### src/rtl/ecall_io_sequencer.sv
// ecall I/O sequencer: stalls fetch while an environment call is serviced,
// debounces the confirm button and writes switch input back into a0.
module ecall_io_sequencer #(
    parameter int DEBOUNCE_CYCLES = 230000,
    parameter int CNT_W           = 18
) (
    input  logic        clk,
    input  logic        reset,
    input  logic        ecall,
    input  logic [31:0] a7_data,
    input  logic [31:0] a0_data,
    input  logic        confirm_button,
    input  logic [15:0] imm_input,
    input  logic [2:0]  test_number,
    output logic        stall,
    output logic        wb_en,
    output logic [31:0] wb_data,
    output logic [31:0] seg_value,
    output logic        seg_en,
    output logic [7:0]  led_output,
    output logic        halted
);

    typedef enum logic [2:0] {
        S_IDLE, S_WAIT_PRESS, S_WAIT_RELEASE,
        S_COMMIT, S_RELEASE, S_HALT
    } state_t;

    typedef enum logic [1:0] {
        C_PRINT, C_READ_INT, C_READ_CASE, C_EXIT
    } code_t;

    state_t     r_state;
    state_t     w_state_next;
    code_t      r_code;
    code_t      w_code_in;
    code_t      w_code_next;
    logic       w_supported;
    logic       w_accept;

    logic       r_sync1;
    logic       r_sync2;
    logic       r_deb;
    logic       r_deb_q;
    logic [CNT_W-1:0] r_cnt;
    logic       w_press;
    logic       w_release;

    logic [31:0] r_seg_value;
    logic        r_seg_en;
    logic [7:0]  r_led;
    logic        w_wait_next;

    // Synchronize, debounce and delay the button level for edge detection
    always_ff @(posedge clk) begin
        if (!reset) begin
            r_sync1 <= 1'b0;
            r_sync2 <= 1'b0;
            r_deb   <= 1'b0;
            r_deb_q <= 1'b0;
            r_cnt   <= '0;
        end else begin
            r_sync1 <= confirm_button;
            r_sync2 <= r_sync1;
            r_deb_q <= r_deb;
            if (r_sync2 == r_deb) begin
                r_cnt <= '0;
            end else if (r_cnt == CNT_W'(DEBOUNCE_CYCLES - 1)) begin
                r_deb <= ~r_deb;
                r_cnt <= '0;
            end else begin
                r_cnt <= r_cnt + 1'b1;
            end
        end
    end

    assign w_press   = r_deb & ~r_deb_q;
    assign w_release = ~r_deb & r_deb_q;

    // Decode the service code with a full-width compare
    always_comb begin
        w_supported = 1'b1;
        w_code_in   = C_PRINT;
        unique case (1'b1)
            (a7_data == 32'd1):  w_code_in = C_PRINT;
            (a7_data == 32'd5):  w_code_in = C_READ_INT;
            (a7_data == 32'd12): w_code_in = C_READ_CASE;
            (a7_data == 32'd10): w_code_in = C_EXIT;
            default:             w_supported = 1'b0;
        endcase
    end

    assign w_accept    = (r_state == S_IDLE) && ecall && w_supported;
    assign w_code_next = w_accept ? w_code_in : r_code;

    // State, latched service code, display and LED registers
    always_ff @(posedge clk) begin
        if (!reset) begin
            r_state     <= S_IDLE;
            r_code      <= C_PRINT;
            r_seg_value <= 32'h0;
            r_seg_en    <= 1'b0;
            r_led       <= 8'h0;
        end else begin
            r_state <= w_state_next;
            r_code  <= w_code_next;
            if (w_accept && (w_code_in == C_PRINT)) begin
                r_seg_value <= a0_data;
                r_seg_en    <= 1'b1;
            end
            r_led <= {w_wait_next && (w_code_next == C_READ_INT),
                      5'b0,
                      w_wait_next && (w_code_next == C_READ_CASE),
                      w_state_next == S_HALT};
        end
    end

    // Next-state logic
    always_comb begin
        w_state_next = r_state;
        case (r_state)
            S_IDLE: begin
                if (w_accept) begin
                    w_state_next = (w_code_in == C_EXIT) ? S_HALT
                                                         : S_WAIT_PRESS;
                end
            end
            S_WAIT_PRESS:   if (w_press)   w_state_next = S_WAIT_RELEASE;
            S_WAIT_RELEASE: if (w_release) w_state_next = S_COMMIT;
            S_COMMIT:       w_state_next = S_RELEASE;
            S_RELEASE:      w_state_next = S_IDLE;
            S_HALT:         w_state_next = S_HALT;
            default:        w_state_next = S_IDLE;
        endcase
    end

    assign w_wait_next = (w_state_next == S_WAIT_PRESS) ||
                         (w_state_next == S_WAIT_RELEASE);

    // Outputs decoded from the current state
    always_comb begin
        stall   = 1'b0;
        wb_en   = 1'b0;
        wb_data = 32'h0;
        halted  = 1'b0;
        case (r_state)
            S_IDLE:         stall = w_accept;
            S_WAIT_PRESS:   stall = 1'b1;
            S_WAIT_RELEASE: stall = 1'b1;
            S_COMMIT: begin
                stall = 1'b1;
                if (r_code == C_READ_INT) begin
                    wb_en   = 1'b1;
                    wb_data = {16'h0, imm_input};
                end else if (r_code == C_READ_CASE) begin
                    wb_en   = 1'b1;
                    wb_data = {29'h0, test_number};
                end
            end
            S_RELEASE:      stall = 1'b0;
            S_HALT: begin
                stall  = 1'b1;
                halted = 1'b1;
            end
            default:        stall = 1'b0;
        endcase
    end

    assign seg_value  = r_seg_value;
    assign seg_en     = r_seg_en;
    assign led_output = r_led;

endmodule
### config.mk
export PLATFORM = sky130hd
export DESIGN_NAME = ecall_io_sequencer
export DESIGN_NICKNAME = d
export VERILOG_FILES = /design/src/rtl/ecall_io_sequencer.sv
export SDC_FILE = /design/constraint.sdc
export NUM_CORES = 1
export LEC_CHECK = 0
export CORE_MARGIN = 2
export CORE_UTILIZATION = 52
export CTS_CLUSTER_DIAMETER = 60
export DETAILED_ROUTE_END_ITERATION = 8
export DONT_BUFFER_PORTS = 1
export GPL_ROUTABILITY_DRIVEN = 0
export PLACE_DENSITY = 0.67
export REMOVE_ABC_BUFFERS = 1
export SLEW_MARGIN = 20
export SYNTH_ARGS = -nofsm -noshare
export SYNTH_HDL_FRONTEND = slang
export SYNTH_SLANG_ARGS = --single-unit
### constraint.sdc
create_clock -name clk -period 4.1 [get_ports clk]
set_input_delay 1.025 -clock clk [delete_from_list [all_inputs] [get_ports clk]]
set_output_delay 1.025 -clock clk [all_outputs]
set_load 0.02 [all_outputs]
==> flow_summary_export.csv <==
group,metric,value,unit
sta,setup-violations-final,0,
placed_design,dpl_worst_slack,754,ps
floorplanning,ioPinCount,163,
synthesis,ys_top_cells_by_area,"dfxtp_1 (39%), a21boi_2 (10%), nand2_2 (5.6%)",
layout,utilization,0.561,
sta,slew_violations,0,
power_and_ir_drop,irDropWorstVdd,0.000199,V
cts,cts_hold_buf,0,
setup_path,r2r_start,"r_state[1]",
floorplanning,die_w,82.6,microns
sta,fin_ws,798,ps
sta,skew,7.79,ps
cts,htreeDepth,3,
setup_path,crit_arrival,2280,ps
drt,vias_per_cell,5.24,
synthesis,yosys_warnings,0,
global_route,overflow,0,
floorplanning,dieArea,6820,sq um
drt,vias,2262,
power_and_ir_drop,power,1.24,mW
drt,ant_nets,0,
layout,layout-drive-gt1-share,0.238,
cts,cts_resized,0,
layout,antenna_cells,0,
drt,routed_wl,6.15,mm
placed_design,io_buffers,0,
layout,final_nets,442,
sta,hold_violations,0,
placed_design,placed_area,3120,sq um
sta,tns,0,ps
layout,stdcell_area,3340,sq um
floorplanning,die-height,82.6,microns
sta,whs,433,ps
floorplanning,core_area,5960,sq um
drt,wl_per_cell,14.2,microns
placed_design,place_hpwl,4.60,mm
setup_path,reg2reg_slack,1760,ps
cts,clock_sinks,63,
cts,cts_made_buffers,9,
sta,rsz0062_at_grt,"false",
synthesis,netlist-cell-type-count,43,
job,max_cap_viol_count,0,
drt,drt_pass1_iterations,4,
placed_design,dp.cells,416,
sta,fin_crit_sh,0.805,
sta,relSlewSlack,0.407,
synthesis,synth.top_cell.area_share,0.393,
setup_path,endpoint,"stall",
drt,drt_iter0_drc,75,
synthesis,synth-seq-cells,63,
drt,drc_errors,0,
power_and_ir_drop,p_per_area,372,nW/um^2
synthesis,ys_seq_area_frac,0.393,
setup_path,reg2reg_depth,6,
setup_path,cp.required,3070,ps
global_route,grt_max_degree,45,
global_route,first_global_vias,2099,
layout,area_growth,3.97,%
floorplanning,start_util,0.539,
setup_path,cp-startpoint,"a7_data[18]",
floorplanning,std_cell_rows,28,
power_and_ir_drop,p_leak,1.11,nW
setup_path,start_kind,"input pin",
global_route,track_usage,0.179,
synthesis,netlist.top_cell.by_area,"dfxtp_1",
global_route,grt_pass1_wl,9.21,mm
status,outcome,"finished, final reports clean",
setup_path,timing.rr.end,"seg_value[2]",
sta,tightest_slew,890,ps
global_route,antenna_found_initial,0,
sta,fmax,303,MHz
layout,fin_cells,432,
synthesis,synth_area,3210,sq um
cts,clk_latency,330,ps
sta,period_needed,3300,ps
synthesis,syn-mean-instance-area,9.05,sq um
cts,postCtsSetupRepairBufs,0,
cts,cts_tree,"done",
cts,root_buffer,"clkbuf_8",
setup_path,endpoint_kind,"output port",
setup_path,crit_type,"input pin to output port",
cts,clock_path_buffers,2,
cts,clkTransAtPathRegs,60,ps
setup_path,crit_path_max_fanout,3,
worst_hold_path,hp-class,"flip-flop to flip-flop",
synthesis,postSynthCellCount,355,
[cell usage in the layout, fill, tap and decap left out, types with 3 or more instances in the layout]
master	instances
ha_1	3
buf_4	3
clkbuf_8	11
xnor2_1	5
xor2_1	14
and2_1	18
o21ai_0	5
a21boi_2	29
nand2_1	47
a31oi_1	3
and3_1	4
nand3_1	9
conb_1	21
nand3b_1	3
nor2_1	28
nor2b_1	5
inv_1	4
nor4_1	6
nor4b_1	4
a21oi_1	8
dfxtp_1	63
nand2_2	29
nand4_1	3
a21boi_1	3
and2b_1	3
[cell families (layout without fill, tap and decap cells)]
| group | after synthesis | in the layout | synth area share |
|---|---|---|---|
| AND/OR/NAND/NOR | 177 | 177 | 0.305 |
| flip-flops | 63 | 63 | 0.393 |
| AO/OA/AOI/OAI | 49 | 49 | 0.137 |
| buffers and inverters | 41 | 23 | 0.0947 |
| XOR/XNOR | 19 | 19 | 0.0518 |
| adder cells (fa/ha/maj) | 3 | 3 | 0.0117 |
| multiplexers | 2 | 2 | 0.00623 |
| other | 1 | 21 | 0.00117 |
[layout make-up]
class	instances	area, sq um
Inverter	4	15.0
Clock inverter	3	65.1
Sequential cell	63	1260
Fill cell	554	2620
Timing Repair Buffer	3	22.5
Tap cell	75	93.8
Multi-Input combinational cell	271	1720
Clock buffer	13	159
[registers in the layout, summed over array words and instances (netlist names)]
signal,flops
led_output,3
r_cnt,18
r_code,2
r_deb,1
r_deb_q,1
r_state,3
r_sync1,1
r_sync2,1
seg_en,1
seg_value,32
[worst min-delay path by stage]
stage,endpoint,start,cells after the start,slack (ps)
2_1_floorplan,r_sync2,r_sync1,1,410
3_3_place_gp,r_sync2,r_sync1,1,420
3_5_place_dp,r_sync2,r_sync1,1,420
4_1_cts,r_sync2,r_sync1,1,440
5_1_grt,r_sync2,r_sync1,1,470
6_report,r_sync2,r_sync1,1,430
[worst max-delay path, cell delays in order]
cell,delay [ps]
nor4_1,340
nand4_2,180
nor3_2,300
nor2_1,60
o21ai_0,190
buf_4,180
[routing by layer]
| metal | GRT usage | vias to the layer above | wire length [microns] |
|---|---|---|---|
| met1 | 0.212 | 1017 | 2570 |
| met2 | 0.290 | 116 | 2950 |
| met5 | 0 | - | 0 |
| met3 | 0.0543 | 5 | 570 |
| li1 | - | 1124 | - |
| met4 | 0.0934 | 0 | 58 |
[Yosys cell counts]
library cell   n
dfxtp_1       63
nand2_1       47
a21boi_2      29
nand2_2       29
nor2_1        28
buf_4         23
and2_1        18
xor2_1        14
clkbuf_1       9
nand3_1        9
a21oi_1        8
nor4_1         6
nor2b_1        5
o21ai_0        5
xnor2_1        5
and3_1         4
inv_1          4
nor4b_1        4
a21boi_1       3
a31oi_1        3
and2b_1        3
buf_12         3
ha_1           3
nand3b_1       3
nand4_1        3
buf_6          2
mux2i_1        2
nor2_2         2
nor3_1         2
nor3_2         2
nor4_2         2
and2_0         1
and3b_1        1
conb_1         1
nand2b_1       1
nand3b_2       1
nand4_2        1
nor3b_1        1
nor4b_4        1
o21a_1         1
or2b_1         1
or3_1          1
or4_1          1
[where the power goes]
group	leakage [nW]	internal, mW	switching (mW)	total, mW
Sequential	0.508	0.613	0.000626	0.614
Combinational	0.493	0.0133	0.0237	0.0370
Clock	0.114	0.375	0.217	0.592
Total	1.11	1.00	0.242	1.24
Power figures use the tool's default switching activity.
